File: src/rtl/clk_step_pkg.sv
// Shared types, widths and arithmetic helpers for the clock-step controller.
package clk_step_pkg;

  // Width of the cumulative gated-cycle total.
  localparam int unsigned TOTAL_W = 48;
  // Width of one step request (K).
  localparam int unsigned CMD_W   = 32;

  typedef enum logic [2:0] {
    IDLE     = 3'd0,
    ARM      = 3'd1,
    WAIT_RUN = 3'd2,
    RUN      = 3'd3,
    RELEASE  = 3'd4
  } step_ctrl_state_e;

  typedef struct packed {
    logic [CMD_W-1:0] cycles;
  } step_cmd_t;

  // Adds a step length to the running total, clamping at the all-ones value.
  function automatic logic [TOTAL_W-1:0] sat_add_total(input logic [TOTAL_W-1:0] acc,
                                                       input logic [CMD_W:0]     inc);
    logic [TOTAL_W:0] sum;
    sum = {1'b0, acc} + {{(TOTAL_W - CMD_W){1'b0}}, inc};
    if (sum[TOTAL_W]) begin
      return {TOTAL_W{1'b1}};
    end else begin
      return sum[TOTAL_W-1:0];
    end
  endfunction

endpackage

File: src/rtl/clk_step_cmd_fifo.sv
// Synchronous first-word-fall-through command buffer with flush.
// Pointers carry one extra wrap bit so full and empty are distinguishable.
module clk_step_cmd_fifo
  import clk_step_pkg::*;
#(
  parameter int unsigned DEPTH = 4,
  parameter int unsigned WIDTH = 32
) (
  input  logic             clk_i,
  input  logic             rst_ni,
  input  logic             flush_i,
  input  logic             push_i,
  input  logic [WIDTH-1:0] wdata_i,
  input  logic             pop_i,
  output logic [WIDTH-1:0] rdata_o,
  output logic             full_o,
  output logic             empty_o
);

  localparam int unsigned PTR_W = $clog2(DEPTH);

  logic [WIDTH-1:0] mem_r [DEPTH];
  logic [PTR_W:0]   wptr_r;
  logic [PTR_W:0]   rptr_r;
  logic             full_s;
  logic             empty_s;
  logic             push_ok_s;
  logic             pop_ok_s;

  assign empty_s   = (wptr_r == rptr_r);
  assign full_s    = (wptr_r[PTR_W] != rptr_r[PTR_W]) &&
                     (wptr_r[PTR_W-1:0] == rptr_r[PTR_W-1:0]);
  assign push_ok_s = push_i && !full_s;
  assign pop_ok_s  = pop_i && !empty_s;

  assign full_o  = full_s;
  assign empty_o = empty_s;
  assign rdata_o = mem_r[rptr_r[PTR_W-1:0]];

  // Pointer update; a flush discards every entry and wins over push/pop.
  always_ff @(posedge clk_i or negedge rst_ni) begin
    if (!rst_ni) begin
      wptr_r <= '0;
      rptr_r <= '0;
    end else if (flush_i) begin
      wptr_r <= '0;
      rptr_r <= '0;
    end else begin
      if (push_ok_s) begin
        wptr_r <= wptr_r + {{PTR_W{1'b0}}, 1'b1};
      end else begin
        wptr_r <= wptr_r;
      end
      if (pop_ok_s) begin
        rptr_r <= rptr_r + {{PTR_W{1'b0}}, 1'b1};
      end else begin
        rptr_r <= rptr_r;
      end
    end
  end

  // Storage array; written only on an accepted, non-flushed push.
  always_ff @(posedge clk_i or negedge rst_ni) begin
    if (!rst_ni) begin
      for (int unsigned i = 0; i < DEPTH; i++) begin
        mem_r[i] <= '0;
      end
    end else if (push_ok_s && !flush_i) begin
      mem_r[wptr_r[PTR_W-1:0]] <= wdata_i;
    end else begin
      mem_r <= mem_r;
    end
  end

endmodule

File: src/rtl/clk_step_ctrl.sv
// Command-driven initiator for the clock stepping unit: buffers "run K cycles"
// requests, sequences en/start towards the stepper, detects completion or a
// missing start, and keeps done/cycle statistics.
module clk_step_ctrl
  import clk_step_pkg::*;
#(
  parameter int unsigned FIFO_DEPTH    = 4,
  parameter int unsigned START_TIMEOUT = 4,
  parameter int unsigned CNT_W         = 16
) (
  input  logic               clk_i,
  input  logic               rst_ni,
  input  logic               cmd_valid_i,
  output logic               cmd_ready_o,
  input  logic [31:0]        cmd_cycles_i,
  input  logic               abort_i,
  output logic               step_en_o,
  output logic [31:0]        step_cycles_o,
  output logic               step_start_o,
  input  logic               step_running_i,
  output logic               busy_o,
  output logic               done_o,
  output logic               err_o,
  output logic [CNT_W-1:0]   steps_done_o,
  output logic [TOTAL_W-1:0] total_cycles_o
);

  localparam int unsigned TO_W = (START_TIMEOUT < 1) ? 1 : $clog2(START_TIMEOUT + 1);
  localparam logic [TO_W-1:0] TO_LAST = TO_W'(START_TIMEOUT);

  step_ctrl_state_e state_r, state_s;

  step_cmd_t        push_cmd_s;
  step_cmd_t        head_s;
  logic             push_s;
  logic             pop_s;
  logic             full_s;
  logic             empty_s;

  logic               step_en_r,     step_en_s;
  logic               step_start_r,  step_start_s;
  logic [31:0]        step_cycles_r, step_cycles_s;
  logic               done_r,        done_s;
  logic               err_r,         err_s;
  logic [CNT_W-1:0]   steps_done_r,  steps_done_s;
  logic [TOTAL_W-1:0] total_r,       total_s;
  logic [TO_W-1:0]    to_cnt_r,      to_cnt_s;

  // New commands are refused while full and while abort is held.
  assign cmd_ready_o = !full_s && !abort_i;
  assign push_s      = cmd_valid_i && cmd_ready_o;
  assign push_cmd_s  = '{cycles: cmd_cycles_i};
  assign busy_o      = (state_r != IDLE) || !empty_s;

  clk_step_cmd_fifo #(
    .DEPTH (FIFO_DEPTH),
    .WIDTH ($bits(step_cmd_t))
  ) u_fifo (
    .clk_i   (clk_i),
    .rst_ni  (rst_ni),
    .flush_i (abort_i),
    .push_i  (push_s),
    .wdata_i (push_cmd_s),
    .pop_i   (pop_s),
    .rdata_o (head_s),
    .full_o  (full_s),
    .empty_o (empty_s)
  );

  // Next-state and next-output logic; outputs describe the state being entered.
  always_comb begin
    state_s       = state_r;
    pop_s         = 1'b0;
    step_en_s     = 1'b0;
    step_start_s  = 1'b0;
    step_cycles_s = step_cycles_r;
    done_s        = 1'b0;
    err_s         = err_r;
    steps_done_s  = steps_done_r;
    total_s       = total_r;
    to_cnt_s      = to_cnt_r;
    case (state_r)
      IDLE: begin
        if (abort_i) begin
          state_s = IDLE;
        end else if (!empty_s) begin
          pop_s = 1'b1;
          if (head_s.cycles == 32'd0) begin
            // Zero-length step completes without touching the stepper.
            done_s       = 1'b1;
            steps_done_s = steps_done_r + CNT_W'(1'b1);
          end else begin
            // The stepper gates N+1 cycles, so program K-1.
            step_cycles_s = head_s.cycles - 32'd1;
            err_s         = 1'b0;
            state_s       = ARM;
            step_en_s     = 1'b1;
            step_start_s  = 1'b1;
          end
        end else begin
          state_s = IDLE;
        end
      end
      ARM: begin
        if (abort_i) begin
          state_s = RELEASE;
          done_s  = 1'b1;
          err_s   = 1'b1;
        end else begin
          state_s   = WAIT_RUN;
          step_en_s = 1'b1;
          to_cnt_s  = '0;
        end
      end
      WAIT_RUN: begin
        if (abort_i) begin
          state_s = RELEASE;
          done_s  = 1'b1;
          err_s   = 1'b1;
        end else if (step_running_i) begin
          state_s   = RUN;
          step_en_s = 1'b1;
        end else if (to_cnt_r == TO_LAST) begin
          state_s = RELEASE;
          done_s  = 1'b1;
          err_s   = 1'b1;
        end else begin
          step_en_s = 1'b1;
          to_cnt_s  = to_cnt_r + TO_W'(1'b1);
        end
      end
      RUN: begin
        if (abort_i) begin
          state_s = RELEASE;
          done_s  = 1'b1;
          err_s   = 1'b1;
        end else if (!step_running_i) begin
          state_s      = RELEASE;
          done_s       = 1'b1;
          steps_done_s = steps_done_r + CNT_W'(1'b1);
          total_s      = sat_add_total(total_r, {1'b0, step_cycles_r} + 33'd1);
        end else begin
          step_en_s = 1'b1;
        end
      end
      RELEASE: begin
        // en stays low for this cycle to release the parked stepper.
        state_s = IDLE;
      end
      default: begin
        state_s = IDLE;
      end
    endcase
  end

  // State and registered-output update.
  always_ff @(posedge clk_i or negedge rst_ni) begin
    if (!rst_ni) begin
      state_r       <= IDLE;
      step_en_r     <= 1'b0;
      step_start_r  <= 1'b0;
      step_cycles_r <= 32'd0;
      done_r        <= 1'b0;
      err_r         <= 1'b0;
      steps_done_r  <= '0;
      total_r       <= '0;
      to_cnt_r      <= '0;
    end else begin
      state_r       <= state_s;
      step_en_r     <= step_en_s;
      step_start_r  <= step_start_s;
      step_cycles_r <= step_cycles_s;
      done_r        <= done_s;
      err_r         <= err_s;
      steps_done_r  <= steps_done_s;
      total_r       <= total_s;
      to_cnt_r      <= to_cnt_s;
    end
  end

  assign step_en_o      = step_en_r;
  assign step_start_o   = step_start_r;
  assign step_cycles_o  = step_cycles_r;
  assign done_o         = done_r;
  assign err_o          = err_r;
  assign steps_done_o   = steps_done_r;
  assign total_cycles_o = total_r;

endmodule

File: config.mk
export PLATFORM = sky130hd
export DESIGN_NAME = clk_step_ctrl
export DESIGN_NICKNAME = d
export VERILOG_FILES = /design/src/rtl/clk_step_pkg.sv /design/src/rtl/clk_step_cmd_fifo.sv /design/src/rtl/clk_step_ctrl.sv
export SDC_FILE = /design/constraint.sdc
export NUM_CORES = 1
export LEC_CHECK = 0
export CAP_MARGIN = 20
export CORE_MARGIN = 3
export CORE_UTILIZATION = 40
export DETAILED_ROUTE_END_ITERATION = 8
export HOLD_SLACK_MARGIN = 0.05
export PLACE_DENSITY = 0.57
export SLEW_MARGIN = 15
export SYNTH_ARGS = -nofsm -noshare
export SYNTH_HDL_FRONTEND = slang
export SYNTH_SLANG_ARGS = --single-unit
File: constraint.sdc
create_clock -name clk_i -period 6.8 [get_ports clk_i]
set_input_delay 1.36 -clock clk_i [delete_from_list [all_inputs] [get_ports clk_i]]
set_output_delay 1.36 -clock clk_i [all_outputs]
set_load 0.02 [all_outputs]
### After elaboration in Yosys (flattened, before gate mapping)

Index checks and enable logic that the tools add are counted.

* input bits: 37
* word-level logic and storage cells: 144
* output and inout bits: 102
* flip-flop bits (word level): 240

* equality and inequality tests: 23
* add/sub/neg operators: 7
* $lt $le $gt $ge: 3
* multiplexer cells: 64
* bitwise logic cells: 6
* reduce and logical (&&, ||, !) cells: 26

Operators with widths (count)
* $bwmux W128: 1
* $mux W32: 3
* $mux W16: 5
* $bmux W32 S2: 1
* $demux W32 S2: 1
* $mux W3: 17
* $add A48 B33 Y49: 1
* $mux W48: 1
* $add A32 B1 Y33 const B: 1
* $logic_not A32 Y1: 1
* $pmux W16 S2: 1
* $sub A32 B1 Y32 const B: 1
* $mux W1: 29
* $ne A2 B2 Y1 const B: 10
* $add A16 B1 Y16 const B: 1
* $pmux W3 S4: 1
* $add A3 B1 Y3 const B: 3
* $ne A3 B3 Y1 const B: 3
* $ne A4 B4 Y1 const B: 2
* $pmux W1 S4: 2
* $reduce_bool A2 Y1: 4
* $logic_and A1 B1 Y1: 7
* $reduce_and A7 Y1: 1
* $eq A3 B2 Y1 const B: 2
* 21 further kinds: 30

### Depth between registers and ports, before layout

Gate-level depths: netlist of run 1.

* depth after elaboration: 9
* depth in mapped cells: 14
* mapped depth without buffers: 12

### By module

From an unflattened synthesis of run 1, not the netlist that was laid out.

* cell total of the unflattened synthesis: 1129
* area total of the unflattened synthesis: 13057.5 um^2

Modules (own cells, without submodules)
* clk_step_ctrl: area each 6675.2 um^2, instances 1, seq. area each 2652.5 um^2, cells each 751
* clk_step_cmd_fifo: area each 6382.4 um^2, instances 1, seq. area each 3353.2 um^2, cells each 378

### Worst setup path after synthesis of run 1

OpenSTA, ideal clock, no wires.

* path kind: flip-flop to flip-flop
* start point: register step_cycles_r[0], in the netlist step_cycles_o[0]
* end point: register total_r[22], in the netlist total_cycles_o[22]
* clock period less this slack: 3195 ps
* arrival: 3118 ps
* stages on the path, launching flop included: 14
* path slack: 3605 ps
* path through: dfrtp_1 > inv_1 > ha_1 > inv_1 > fa_1 > a21oi_1 > o211ai_1 > nand3_1 > a21oi_1 > o21ai_0 > o31ai_1 > clkinv_1 > clkbuf_1 > a21oi_1

* word-level cells in the longest chain between the ends: 3

RTL lines
* from (decl): line clk_step_ctrl.sv:42 `logic [31:0] step_cycles_r, step_cycles_s;`
* from (signal assigned): line clk_step_ctrl.sv:172 `step_cycles_r <= step_cycles_s;`
* $add A32 B1 Y33: line clk_step_ctrl.sv:141 `total_s = sat_add_total(total_r, {1'b0, step_cycles_r} + 33'd1);`
* $add A48 B33 Y49: line clk_step_pkg.sv:25 `sum = {1'b0, acc} + {{(TOTAL_W - CMD_W){1'b0}}, inc};`
* $mux W48: line clk_step_pkg.sv:26 `if (sum[TOTAL_W]) begin`
* to (signal assigned): line clk_step_ctrl.sv:176 `total_r <= total_s;`
* to (decl): line clk_step_ctrl.sv:46 `logic [TOTAL_W-1:0] total_r, total_s;`

Every way passes these cells.
A chain may end at the register's enable or synchronous reset.

### Worst setup path after layout of run 1

* start point: input port abort_i
* end point: output port cmd_ready_o

* word-level cells in the longest chain between the ends: 2

RTL lines
* from (decl): line clk_step_ctrl.sv:16 `input logic abort_i,`
* $logic_not A1 Y1: line clk_step_ctrl.sv:50 `assign cmd_ready_o = !full_s && !abort_i;`
* $logic_and A1 B1 Y1: line clk_step_ctrl.sv:50
* to (decl): line clk_step_ctrl.sv:14 `output logic cmd_ready_o,`

Every way passes these cells.

==> results.md, run 1 <==
- Max-cap check violation count: 0
- Clk Latency, worst-skew pair: 560 ps
- Setup_tns: 0 ps
- Worst R2R Start: u_fifo.rptr_r[0]$_DFFE_PN0P_
- Hold Path Class: reg -> reg
- Diodes inserted: 0
- Setup violations, final: 0
- Clk buf depth: 3
- Number of synthesized register bits: 240
- Worst Path Arrival: ~3100 ps
- Worst Max-Slew Pin Slew: a little under 1000 ps
- Util after Layout: between 40% and 50%
- All-Layer GR Usage: about 18%
- Rows: between 60 and 70
- Setup CP Type: in -> out
- Largest net degree at the start of global routing: approximately 120
- Hpwl dp: roughly 21000 um
- Hold Path Depth: 1
- CTS Buf Count: 28
- Wirelength per Cell: roughly 18 um
- Pre-antenna DRT Iters: 5
- Crit path capture: cmd_ready_o
- RePlAce Congestion: slightly below 0.9
- Port Buffer Count: approximately 140
- Die H: 182.9 um
- Total power: ~6.5 mW
- Cts hold-fix bufs: 0
- Total gr overflow: 0
- Yosys warnings: 0
- Share of cells above drive strength 1: 18.90%
- FMAX: about 230 MHz
- Core Area: slightly above 30000 um^2
- Fraction of registers with async set/reset: between 90% and 100%
- Layout Nets: around 1300
- EDFF count, synth: 0
- Synth Instances: between 1000 and 1500
- Remaining DRCs: 0
- Critical Path End Type: primary output
- Antenna-violating nets left: 0
- Number of global-route vias before repair: 8915
- Syn_area_per_cell: between 10 and 15 um^2
- Worst r2r dst: step_en_o$_DFF_PN0_
- Vias: 8766
- Final hold vios: 0
- Via density: between 5 and 6
- Clock Tree Root: clkbuf_16
- Most common cell after layout, fill and taps aside: dfrtp_1
- Final Non-Filler Cells: between 1500 and 2000
- Status: completed
- Synthesized area: roughly 13000 um^2
- Post-CTS Setup Bufs: 0
- Tcrit/Tclk final: ~65%
- Final Critical Period: ~4400 ps
- R2R depth: 9
- Clk slew on worst S/H paths: roughly 60 ps
- Initial antenna violation count: 0
- Pleak: between 6 and 7 nW
- Primary FF master, synth: dfrtp_1
- Synth unique cells: 66
- Sequential fraction of the synthesis area: between 40% and 50%
- DR iter-0 viols: 466
- P&R area growth vs syn: 20.73%
- WP data required: 5440 ps
- CTS H-Tree Depth: 1
- Dpl ws: between 2000 and 2500 ps
- Die width: 182.9 um
- Worst IR Drop VDD: 0.2399 mV
- RSZ-0062 raised after global routing: no
- Setup crit start: abort_i
- R2R setup slack: about 2400 ps
- DRT Wirelength: about 30000 um
- I/O pin cnt: about 140
- Layout filler cell count: about 2800
- CTS tree: done
- Clock Skew: roughly 16 ps
- Most frequent cells in the layout: dfrtp_1, mux2_2, clkdlybuf4s50_1
- Setup slack after layout: ~2400 ps
- Syn Nets: between 1000 and 1500
- Max Fanout on Critical Path: 13
- Fin. max-slew vios: 0
- Starting Density: between 40% and 50%
- Number of gates resized after CTS: 0
- Die ar.: around 33000 um^2
- Cell Pwr Density: roughly 430 nW/um^2
- HP Start: steps_done_o[15]$_DFFE_PN0P_
- Slew HR: between 30 and 40%
- CTS sink cnt: 240
- First-pass GRT wire length: 48780 um
- Inst Count DP: around 1600
- Worst setup SP type: input port
## state kept, by name (all words and copies together), names as in the netlist
signal          cells
state_r             3
step_en_o           1
u_fifo.wptr_r       3
err_o               1
to_cnt_r            3
total_cycles_o     48
step_start_o        1
steps_done_o       16
u_fifo.mem_r      128
step_cycles_o      32
done_o              1
u_fifo.rptr_r       3
## where the power goes
part / switching [mW] / internal, mW
Clock: 0.586 / 0.850
Combinational: 1.46 / 1.33
Sequential: 0.378 / 1.90
## per-layer routing
layer	part of all wire (%)	routed length, um	GRT usage [%]	vias up
met2	46	13870	29.17	199
met1	47	14120	25.83	4345
li1	-	-	-	4184
met4	1.9	568	3.961	0
met3	4.5	1331	2.658	38
met5	0	0	0	-
## cell type report
type	instances	area, um^2	area share, %
repair buffers	145	1451	9.603
clock inverters	6	80.08	0.5298
multi-input cells	770	6205	41.05
inverters	19	71.32	0.4719
well taps	396	495.5	3.278
clock buffers	42	803.3	5.315
flip-flops and latches	240	6007	39.75
## synthesized netlist by cell type, drive strengths merged (3+ instances only)
master  instances  share of area, %
nand4           9              0.45
clkbuf         22              0.66
o21ai          48               1.9
nand2          77               2.3
o31ai           4              0.24
buf            23               1.3
nand3b          4              0.24
nor3           12              0.68
o22a            3              0.21
xor2           40               2.8
nor2           78               2.3
and4            4              0.28
a31oi          14              0.70
mux2          137                12
nor4           13              0.99
nand2b          4              0.20
inv            18              0.54
mux4           32               6.2
a211oi         11              0.66
nor2b           3              0.15
dfrtp         240                48
nor3b           4              0.32
xnor2          36               2.5
and3           11              0.55
o211ai          7              0.42
nand3          18              0.72
or4             4              0.33
or2             5              0.27
and2            7              0.37
ha             42               4.2
o21bai          3              0.18
a41oi           4              0.28
or3             3              0.15
nor4b           3              0.31
a21oi          91               3.6
a21o           20               1.2
## worst min path at each step
stage                                         end  slack, ps
floorplan            u_fifo.mem_r[65]$_DFFE_PN0P_        470
global placement     steps_done_o[15]$_DFFE_PN0P_        470
detailed placement   steps_done_o[15]$_DFFE_PN0P_        480
CTS                  steps_done_o[15]$_DFFE_PN0P_        480
global route        u_fifo.mem_r[102]$_DFFE_PN0P_        510
finish               steps_done_o[15]$_DFFE_PN0P_        480
## per-stage QoR
step	hold WS [ps]	cell area [um^2]
6_report	477.4	15110
5_1_grt	506.0	15110
4_1_cts	482.6	15110
3_5_place_dp	475.2	14230
3_3_place_gp	467.4	14230
2_1_floorplan	470.4	12520
## logic make-up after synthesis
family	after synthesis	share of synthesized area, %
compound gates	215	10.11
fa+ha+maj	43	4.358
xor+xnor	76	5.317
flops	240	47.98
mux	171	18.65
simple gates	265	11.07
buf+inv	64	2.519
## worst max-delay path, stage by stage
cell and delay [ps]:
clkdlybuf4s50_1 680, a31oi_1 360, clkdlybuf4s50_1 660
(Power assumes the default switching activity.)
==> run 2, diff against run 1 <==
==> constraint.sdc (replaced) <==
create_clock -name clk_i -period 4.3 [get_ports clk_i]
set_input_delay 0.86 -clock clk_i [delete_from_list [all_inputs] [get_ports clk_i]]
set_output_delay 0.86 -clock clk_i [all_outputs]
set_load 0.02 [all_outputs]
==> results.md, run 2 (synthesized netlist as in run 1, its figures left out) <==
- Status: completed (unchanged)
- Pre-antenna DRT Iters: 5 (unchanged)
- Wirelength per Cell: 18.54 um (was 18.47 um)
- Int Pwr: 6.634 mW (was 4.074 mW)
- Number of global-route vias before repair: 8988 (was 8915)
- RSZ-0062 raised after global routing: no (unchanged)
- CTS sink cnt: 240 (unchanged)
- Share of cells above drive strength 1: 19.89% (was 18.90%)
- Clk Latency, worst-skew pair: 550 ps (was 560 ps)
- Total gr overflow: 0 (unchanged)
- Max stage delay on crit path: 700 ps (was 680 ps)
- Dpl ws: 634.2 ps (was 2372 ps)
- Starting Density: 40.71% (unchanged)
- Final hold vios: 0 (unchanged)
- Setup CP Type: reg -> reg (was in -> out)
- Die ar.: 33450 um^2 (unchanged)
- CTS tree: done (unchanged)
- Core Area: 30750 um^2 (unchanged)
- Clk slew on worst S/H paths: 60 ps (about the same)
- Pleak: 6.675 nW (was 6.555 nW)
- Largest net degree at the start of global routing: 110 (was 122)
- Diodes inserted: 0 (unchanged)
- Die width: 182.9 um (unchanged)
- Worst path cell trace: buf_12, mux4_1, or4_4, or2_4, nor4_4, nand4_1, and2_4, nor4_1, xor2_1 (was clkdlybuf4s50_1, a31oi_1, clkdlybuf4s50_1)
- Reg power frac: 34.0% (was 35.0%)
- Number of gates resized after CTS: 0 (unchanged)
- Max reg flops: 128 (unchanged)
- Reg with most FFs: u_fifo.mem_r (unchanged)
- Antenna-violating nets left: 0 (unchanged)
- Worst R2R Start: u_fifo.rptr_r[0]$_DFFE_PN0P_ (unchanged)
- Via density: 5.459 (was 5.418)
- Slew HR: 40.62% (was 34.27%)
- Switching Fraction: 36.90% (was 37.33%)
- Rows: 64 (unchanged)
- DR iter-0 viols: 557 (was 466)
- CTS H-Tree Depth: 1 (unchanged)
- Setup_tns: 0 ps (unchanged)
- Most common cell after layout, fill and taps aside: dfrtp_1 (unchanged)
- Worst Path Arrival: 4080 ps (was 3070 ps)
- Port Buffer Count: 138 (unchanged)
- Max Fanout on Critical Path: 21 (was 13)
- Setup violations, final: 0 (unchanged)
- First-pass GRT wire length: 49620 um (was 48780 um)
- Clock Skew: 7.925 ps (was 15.72 ps)
- Critical Path End Type: flip-flop (was primary output)
- Clock Tree Root: clkbuf_16 (unchanged)
- Comb pwr share: 42.8% (was 42.9%)
- Layout Nets: 1296 (was 1284)
- FMAX: about 280 MHz
- Max-cap check violation count: 0 (unchanged)
- Hold Path Class: in -> async (was reg -> reg)
- Hpwl dp: 21620 um (was 20900 um)
- Clk buf depth: 3 (unchanged)
- Setup slack after layout: 683.0 ps (was 2375 ps)
- DRT Wirelength: 30270 um (was 29880 um)
- Cts hold-fix bufs: 0 (unchanged)
- CP max stage cell: mux4_1 (was clkdlybuf4s50_1)
- Worst setup SP type: flip-flop (was input port)
- Fin. max-slew vios: 0 (unchanged)
- Setup crit start: u_fifo.rptr_r[0]$_DFFE_PN0P_ (was abort_i)
- Net Sw Power: 3.879 mW (was 2.426 mW)
- Cell Pwr Density: 686.1 nW/um^2 (was 430.1 nW/um^2)
- Die H: 182.9 um (unchanged)
- RePlAce Congestion: 0.9002 (was 0.8858)
- Initial antenna violation count: 0 (unchanged)
- Clk pwr share: 23.1% (was 22.1%)
- Remaining DRCs: 0 (unchanged)
- Tcrit/Tclk final: a little over four fifths
- All-Layer GR Usage: 18.27% (was 17.98%)
- WP data required: 4760 ps (was 5440 ps)
- Worst Max-Slew Pin Slew: 890.7 ps (was 977.0 ps)
- Final Critical Period: around 3600 ps
- CTS Buf Count: 27 (was 28)
- Worst IR Drop VDD: 0.3441 mV (was 0.2399 mV)
- Post-CTS Setup Bufs: 0 (unchanged)
- Most frequent cells in the layout: dfrtp_1, mux2_2, clkdlybuf4s50_1 (unchanged)
- I/O pin cnt: 139 (unchanged)
- P&R area growth vs syn: 22.40% (was 20.73%)
- Vias: 8915 (was 8766)
-- run 2: cell count changes in the layout (fill, tap and decap cells not counted), sizes merged --
cell,before,now
buf,8,21
bufinv,1,3
clkinv,6,5
inv,18,19
-- run 2: worst max-delay path: cells and delay by family (launching register included) --
kind,cells,cell delay (ps)
DFF,1,590
xor gates and xnor gates,1,190
muxes,1,700
buffers and inverters,1,250
and+or+nand+nor,6,1780
-- run 2: power by group through the flow --
| stage | Combinational, mW | Sequential (mW) | Clock, mW |
|---|---|---|---|
| 3_3_place_gp | 4.45 | 3.61 | 0 |
| 3_5_place_dp | 4.50 | 3.62 | 0 |
| 5_1_grt | 4.96 | 3.68 | 2.61 |
| 6_report | 4.50 | 3.58 | 2.43 |
| 2_1_floorplan | 2.90 | 3.68 | 0 |
| 4_1_cts | 4.52 | 3.58 | 2.50 |
-- run 2: cell type report --
cell class / instances / area (um^2)
fill: 2772 / 15430
multi-input combinational: 770 / 6197
sequential: 240 / 6007
timing repair buffer: 158 / 1599
clock buffer: 42 / 822.0
tap: 396 / 495.5
clock inverter: 8 / 130.1
inverter: 19 / 71.32
-- run 2: through the flow --
step	instance area (um^2)	power (mW)	std cells	hold WS, ps	util, %
after floorplan	12520	6.586	1074	470.4	-
after global placement	14370	8.054	1583	470.4	46.73
after detailed placement	14370	8.120	1583	469.0	46.73
after CTS	15320	10.60	1633	403.8	49.83
after global routing	15320	11.24	1633	387.3	49.83
final	15320	10.51	1633	358.9	49.83
-- run 2: path summary, 6_finish.rpt --
check | depth (start not counted) | slack (ps) | to
setup / recovery | 9 | 680 | steps_done_o[8]$_DFFE_PN0P_
hold / removal | 1 | 360 | total_cycles_o[43]$_DFFE_PN0P_
setup reg to reg | 9 | 680 | steps_done_o[8]$_DFFE_PN0P_
hold reg to reg | 1 | 470 | steps_done_o[15]$_DFFE_PN0P_
max in group asynchronous | 2 | 2950 | total_cycles_o[17]$_DFFE_PN0P_
min in group clk_i | 1 | 470 | steps_done_o[15]$_DFFE_PN0P_
-- run 2: metal layers --
layer / GRT usage (%) / wire length, um
met5: 0 / 0
met4: 3.534 / 460
met3: 2.757 / 1324
met2: 28.66 / 13610
met1: 27.29 / 14880
